[src/rtl/dmem_arbiter_pkg.sv]
// Shared types and constants for the data-memory arbiter.
package dmem_arbiter_pkg;

    localparam int DMEM_ADDR_W = 10;
    localparam int DMEM_DATA_W = 32;
    localparam int DMEM_BE_W   = 4;

    // Arbitration state: normal core priority, or one forced debug grant.
    typedef enum logic [0:0] {
        CORE_PRI  = 1'b0,
        DBG_FORCE = 1'b1
    } arb_state_t;

    // One memory access: the shape of both requester ports and the muxed memory drive.
    typedef struct packed {
        logic                   we;
        logic [DMEM_ADDR_W-1:0] addr;
        logic [DMEM_BE_W-1:0]   be;
        logic [DMEM_DATA_W-1:0] wdata;
    } mem_req_t;

endpackage

[src/rtl/dmem_starve_guard.sv]
// Debug starvation guard: counts consecutive denied debug-request cycles and
// forces exactly one debug grant once STARVE_LIMIT is reached.
// Compiled only in builds with DMEM_ARB_STARVE_GUARD_EN defined.
`ifdef DMEM_ARB_STARVE_GUARD_EN
module dmem_starve_guard
    import dmem_arbiter_pkg::*;
#(
    parameter int unsigned STARVE_LIMIT = 8
) (
    input  logic clk,
    input  logic reset_n,
    input  logic dbg_req,
    input  logic dbg_gnt,
    output logic force_dbg
);

    localparam logic [7:0] LIMIT_CNT = 8'(STARVE_LIMIT);

    arb_state_t state;
    arb_state_t state_next;
    logic [7:0] starve_cnt;
    logic [7:0] starve_cnt_next;

    // Next-state and counter: a denied debug request extends the streak, anything else clears it.
    always_comb begin
        state_next      = CORE_PRI;
        starve_cnt_next = '0;
        if (dbg_req && !dbg_gnt) begin
            starve_cnt_next = starve_cnt + 8'd1;
            if (state == CORE_PRI && starve_cnt_next == LIMIT_CNT) begin
                state_next = DBG_FORCE;
            end
        end
    end

    // State and counter registers.
    always_ff @(posedge clk or negedge reset_n) begin
        if (!reset_n) begin
            state      <= CORE_PRI;
            starve_cnt <= '0;
        end else begin
            state      <= state_next;
            starve_cnt <= starve_cnt_next;
        end
    end

    // The forced-grant indication comes straight from the state register.
    assign force_dbg = (state == DBG_FORCE);

endmodule
`endif

[src/rtl/dmem_arbiter.sv]
// Core/debug arbiter for the shared 256 x 32 data memory. Core has priority;
// read data returns registered one cycle after a read grant.
// Optional starvation guard enabled by defining DMEM_ARB_STARVE_GUARD_EN.
module dmem_arbiter
    import dmem_arbiter_pkg::*;
#(
    parameter int unsigned STARVE_LIMIT = 8
) (
    input  logic                   clk,
    input  logic                   reset_n,

    input  logic                   core_req,
    input  logic                   core_we,
    input  logic [DMEM_ADDR_W-1:0] core_addr,
    input  logic [DMEM_BE_W-1:0]   core_be,
    input  logic [DMEM_DATA_W-1:0] core_wdata,
    output logic                   core_gnt,
    output logic                   core_rvalid,
    output logic [DMEM_DATA_W-1:0] core_rdata,

    input  logic                   dbg_req,
    input  logic                   dbg_we,
    input  logic [DMEM_ADDR_W-1:0] dbg_addr,
    input  logic [DMEM_BE_W-1:0]   dbg_be,
    input  logic [DMEM_DATA_W-1:0] dbg_wdata,
    output logic                   dbg_gnt,
    output logic                   dbg_rvalid,
    output logic [DMEM_DATA_W-1:0] dbg_rdata,

    output logic [DMEM_ADDR_W-1:0] mem_byte_address,
    output logic                   mem_write_enable,
    output logic                   mem_read_enable,
    output logic [DMEM_BE_W-1:0]   mem_byte_enable,
    output logic [DMEM_DATA_W-1:0] mem_write_data,
    input  logic [DMEM_DATA_W-1:0] mem_read_data,

    output logic                   dbg_starved
);

    // The counter is 8 bits wide and a limit of 0 would never fire.
    if (STARVE_LIMIT < 1 || STARVE_LIMIT > 255) begin : g_bad_starve_limit
        $error("dmem_arbiter: STARVE_LIMIT must be in 1..255");
    end

    mem_req_t core_r;
    mem_req_t dbg_r;
    mem_req_t mem_drv;
    logic     force_dbg;
    logic     any_gnt;

    assign core_r = '{we: core_we, addr: core_addr, be: core_be, wdata: core_wdata};
    assign dbg_r  = '{we: dbg_we,  addr: dbg_addr,  be: dbg_be,  wdata: dbg_wdata};

`ifdef DMEM_ARB_STARVE_GUARD_EN
    dmem_starve_guard #(
        .STARVE_LIMIT (STARVE_LIMIT)
    ) u_starve_guard (
        .clk       (clk),
        .reset_n   (reset_n),
        .dbg_req   (dbg_req),
        .dbg_gnt   (dbg_gnt),
        .force_dbg (force_dbg)
    );
    assign dbg_starved = force_dbg;
`else
    assign force_dbg   = 1'b0;
    assign dbg_starved = 1'b0;
`endif

    // Grant selection: a forced debug slot beats the core, otherwise core first.
    // Reset gates all grants so nothing reaches the memory while reset is held.
    always_comb begin
        // NOTE: every output gets a default before any branch, so no path can infer a latch.
        core_gnt = 1'b0;
        dbg_gnt  = 1'b0;
        if (reset_n) begin
            if (force_dbg) begin
                dbg_gnt = dbg_req;
            end else if (core_req) begin
                core_gnt = 1'b1;
            end else begin
                dbg_gnt = dbg_req;
            end
        end
    end

    // Memory drive mux: the winner's access, or all zeros when nobody is granted.
    always_comb begin
        mem_drv = '0;
        if (core_gnt) begin
            mem_drv = core_r;
        end else if (dbg_gnt) begin
            mem_drv = dbg_r;
        end
    end

    assign any_gnt          = core_gnt | dbg_gnt;
    assign mem_byte_address = mem_drv.addr;
    assign mem_byte_enable  = mem_drv.be;
    assign mem_write_data   = mem_drv.wdata;
    assign mem_write_enable = any_gnt &  mem_drv.we;
    assign mem_read_enable  = any_gnt & ~mem_drv.we;

    // Core read return: capture on a core read grant, hold otherwise.
    always_ff @(posedge clk or negedge reset_n) begin
        if (!reset_n) begin
            core_rvalid <= 1'b0;
            core_rdata  <= '0;
        end else begin
            // NOTE: non-blocking assignments so every flop samples values from before the edge.
            core_rvalid <= core_gnt & ~core_we;
            if (core_gnt && !core_we) begin
                core_rdata <= mem_read_data;
            end
        end
    end

    // Debug read return: capture on a debug read grant, hold otherwise.
    always_ff @(posedge clk or negedge reset_n) begin
        if (!reset_n) begin
            dbg_rvalid <= 1'b0;
            dbg_rdata  <= '0;
        end else begin
            dbg_rvalid <= dbg_gnt & ~dbg_we;
            if (dbg_gnt && !dbg_we) begin
                dbg_rdata <= mem_read_data;
            end
        end
    end

endmodule

[config.mk]
export PLATFORM = sky130hd
export DESIGN_NAME = dmem_arbiter
export DESIGN_NICKNAME = d
export VERILOG_FILES = /design/src/rtl/dmem_arbiter_pkg.sv /design/src/rtl/dmem_starve_guard.sv /design/src/rtl/dmem_arbiter.sv
export SDC_FILE = /design/constraint.sdc
export NUM_CORES = 1
export LEC_CHECK = 0
export CORE_UTILIZATION = 39
export CTS_BUF_LIST = sky130_fd_sc_hd__clkbuf_16
export DETAILED_ROUTE_END_ITERATION = 10
export MAX_ROUTING_LAYER = met4
export PLACE_DENSITY_LB_ADDON = 0.2
export SLEW_MARGIN = 20
export SYNTH_ARGS = -nofsm -noshare
export SYNTH_HDL_FRONTEND = slang
export SYNTH_SLANG_ARGS = --single-unit
[constraint.sdc]
create_clock -name clk -period 2.3 [get_ports clk]
set_input_delay 0.46 -clock clk [delete_from_list [all_inputs] [get_ports clk]]
set_output_delay 0.46 -clock clk [all_outputs]
set_load 0.02 [all_outputs]
# ---- Yosys cells after proc, flatten, opt, wreduce, memory -nomap -nowiden
# Index checks and enable logic that the tools add are counted.
dict set report word_totals {
  input_bits 130
  register_bits 66
  wordCells 22
}
dict set report op_classes {
  bitwise_logic 8
  n_mux 6
  n_reduce_logical 4
}
# cell n
set ops {}
lappend ops {{$mux 47} 2}
lappend ops {{$and 1x1->1} 4}
lappend ops {{$mux 1} 4}
lappend ops {{$not 1->1} 3}
lappend ops {{$logic_and 1x1->1} 2}
lappend ops {{$logic_not 1->1} 2}
lappend ops {{$or 1x1->1} 1}

# ---- Longest topological paths before layout
# Gate-level depths: netlist (run 1).
dict set report logic_depth {
  depth_word 6
  depth_mapped 5
  depth_no_buf 2
}

# ---- Least setup slack after synthesis (run 1)
# Ideal clock, no wire load.
dict set report synth_path {
  kind {input -> output}
  from {input core_req}
  to {output mem_byte_enable[0]}
  required_time_ns 1.840
  t_arrival_ns 1.539
  path_slack_ns 0.301
  path_stages 5
  cell_sequence {buf_4 clkbuf_1 buf_2 nand2_1 a21boi_0}
}
dict set report synth_via {
  elab_chain_cells 4
}
# element line_no
set synth_lines {}
lappend synth_lines {{start, declared} dmem_arbiter.sv:12} ;# input logic core_req,
lappend synth_lines {{$mux 1} dmem_arbiter.sv:79} ;# end else if (core_req) begin
lappend synth_lines {{$mux 1} dmem_arbiter.sv:76} ;# if (reset_n) begin
lappend synth_lines {{$mux 47} dmem_arbiter.sv:92} ;# end else if (dbg_gnt) begin
lappend synth_lines {{$mux 47 *} dmem_arbiter.sv:90} ;# if (core_gnt) begin
lappend synth_lines {{end, declared} dmem_arbiter.sv:33} ;# output logic [DMEM_BE_W-1:0] mem_byte_enable,
# Every way passes the cells marked *; elsewhere a longest branch is shown, timed or not.

# ---- Worst setup path in the final report (run 1)
dict set report layout_path {
  from {input core_req}
  to {output core_gnt}
}
dict set report layout_via {
  elab_chain_cells 2
}
# element line_no
set layout_lines {}
lappend layout_lines {{$mux 1} dmem_arbiter.sv:79}
lappend layout_lines {{$mux 1} dmem_arbiter.sv:76}
lappend layout_lines {{end, declared} dmem_arbiter.sv:17} ;# output logic core_gnt,
# No other way between the ends.

==> results.yml, run 1 <==
worst_setup_path:
  crit_start: "core_req"
  startpoint_type: "input pin"
  cp_num_cells: 4
  path_cells: "buf_2, buf_12, and2_1, clkdlybuf4s50_1"
  timing.rr.end: "dbg_rdata[20]"
  worstPathArrival_ns: 1.55
  worstSetupEndpoint: "core_gnt"
  critPathKind: "in -> out"
  slowest_stage: "clkdlybuf4s50_1"
  crit_family: "buffers and inverters"
  critPathMaxStageDelay_ns: 0.59
  critPathCaptureType: "primary output"
  worstRegToRegCells: 1
  crit_buf_inv: 3
  required_ns: 1.84
  r2r_setup_slack_ns: 1.49
  cp_max_fo: 43
  r2r_start: "dbg_rdata[20]"
timing:
  clock_skew_ns: 0
  max_slew_margin_pct: 58.2
  period_needed_ns: 2.01
  maxSlewViolCount: 0
  holdWs_ns: 0.0738
  setup-violations-final: 0
  worst_pin_slew_ns: 0.627
  period_share_pct: 87.2
  rsz0062_at_grt: "no"
  max_freq_mhz: 498
  hold_violations: 0
yosys:
  synth.area.mux_share_pct: 23.0
  syn_area_um2: 3610
  synth_fa_ha_area_share_pct: 0
  yosysWarnings: 0
  synth_top_family_by_area: "multiplexers"
  synth_compound_area_share_pct: 9.98
  yosys.area_share.simple_pct: 16.1
  ys_ff_latch: 66
  ys_types: 21
  synth_nets: 439
  yosysSeqAreaShare_pct: 45.7
  ys_top_cells_by_area: "dfrtp_1 (46%), mux2_4 (12%), mux2_2 (11%)"
  synth_xor_area_share_pct: 0
  netlist.top_cell.by_area: "dfrtp_1"
  avgSynthCellArea_um2: 11.7
  syn_inst: 309
  synth_top_area_share_pct: 45.7
floorplan:
  num_rows: 34
  start_util_pct: 40.8
  io-pin-count: 247
  core-area_um2: 8850
  fp.dieW_um: 98.2
  design.die.area_um2: 9650
  die-height_um: 98.2
place:
  place_area_um2: 6190
  port_buffers: 245
  dpl.hpwl_mm: 8.64
  gp_congestion: 0.796
pwr:
  power.density_nw_per_um2: 701
  p_leak_nw: 2.70
  netSwitchingPower_mw: 1.34
  power_mw: 4.51
  seqPwrFrac_pct: 33.9
  clockPowerShare_pct: 29.3
  swShare_pct: 29.7
  peakVddDrop_mv: 0.418
  internal_power_mw: 3.17
  pwr-share-comb_pct: 36.8
clock_tree:
  clk_latency_ns: 0.32
  cts_sinks: 66
  postCtsHoldBufs: 0
  cts_max_path_buffers: 2
  htreeDepth: 3
  cts_buffers: 9
  cts_tree: "yes"
  cts-root-buf: "clkbuf_16"
  ctsResizeCount: 123
  clkTransAtPathRegs_ns: 0.05
  post_cts_buffers: 0
drt:
  wl_per_cell_um: 17.3
  detail-route-antenna-nets: 0
  drt_drc_violations_left: 9
  vias_per_cell: 4.99
  dr.pass1.iters: 10
  drt_iter0_drc: 72
  wl_mm: 11.5
  vias: 3301
grt:
  grt_max_degree: 53
  grt_pass1_wl_mm: 18.0
  gr-total-overflow: 0
  grtUsageTotal_pct: 25.0
  antenna_found_initial: 0
  grt_pass1_vias: 3413
flow_run:
  maxCapViolations: 0
layout:
  most-common-layout-cells: "clkdlybuf4s50_1 (193), dfrtp_1 (66), nand2_1 (47), nand3b_1 (47), a21boi_0 (44)"
  fin_area_um2: 6430
  nets: 679
  nFillCells: 668
  antenna_cells: 0
  final_common_cell: "clkdlybuf4s50_1"
  area_delta_synth_final_pct: 78.1
  drive_gt1_share_pct: 23.6
  multi_input_area_um2: 1780
  ff_latch_area_um2: 1650
hold_path:
  min_path_type: "in -> async"
run_status:
  failed_checks: "DRC"
  status: "complete, but fails checks"
cells by family after synthesis:
kind of cell,after synthesis
buffers and inverters,30
AO/OA/AOI/OAI,48
multiplexers,64
flip-flops,66
other,1
AND/OR/NAND/NOR,100
sequential cells by signal, summed over array words and instances (netlist names):
| name | flops |
|---|---|
| dbg_rvalid | 1 |
| core_rdata | 32 |
| core_rvalid | 1 |
| dbg_rdata | 32 |
routing by layer:
layer	track usage [%]	vias to the layer above	share of wire, %
met1	27.3	1573	38
met3	6.30	8	7.1
met4	7.58	0	1.0
met2	44.6	157	53
met5	-	-	0
li1	-	1563	-
area by class of cell:
| type | instances | share of cell area, % |
|---|---|---|
| timing repair buffer | 258 | 40.0 |
| multi-input combinational | 213 | 27.6 |
| sequential | 66 | 25.7 |
| clock buffer | 9 | 3.50 |
| tap | 108 | 2.10 |
| clock inverter | 7 | 1.09 |
| inverter | 1 | 0.0583 |
power by group through the flow:
stage / Combinational [mW] / Sequential [mW] / Clock, mW
after floorplan: 0.471 / 1.82 / 0
after global placement: 1.66 / 1.52 / 0
after detailed placement: 1.69 / 1.54 / 0
after CTS: 1.68 / 1.53 / 1.35
after global routing: 1.74 / 1.56 / 1.41
final: 1.66 / 1.53 / 1.32
per-stage QoR:
stage	worst slack, ns	instances	utilization [%]	setup TNS [ns]
2_1_floorplan	0.301	309	-	0
3_3_place_gp	-0.429	646	70.0	-13.76
3_5_place_dp	-0.404	646	70.0	-14.11
4_1_cts	0.000531	662	73.4	0
5_1_grt	0.240	662	72.7	0
6_report	0.294	662	72.7	0
Yosys cell counts:
cell       n
a21boi_0  47
and2_1     1
and3b_1    1
and4bb_1   1
buf_1      2
buf_12     3
buf_2      7
buf_4      2
buf_6      1
clkbuf_1  14
conb_1     1
dfrtp_1   66
inv_1      1
mux2_2    35
mux2_4    29
nand2_1   47
nand3b_1  47
nand3b_2   1
nor2b_1    1
nor3b_1    1
o21a_1     1
how the worst min path moves through the flow:
stage,startpoint,to,slack [ns],cells after the start
floorplan,reset_n,core_rdata[0],0.16,0
global placement,reset_n,dbg_rdata[0],0.41,2
detailed placement,reset_n,core_rdata[0],0.41,2
CTS,reset_n,dbg_rdata[31],0.07,2
global route,reset_n,core_rdata[0],0.07,2
finish,reset_n,dbg_rdata[31],0.07,2
(Power assumes the default switching activity.)
==> run 2, diff against run 1 <==
CAP_MARGIN = 0   (was not set)
==> results of run 2 <==
Final layout, timing and power as in run 1 (identical DEF).
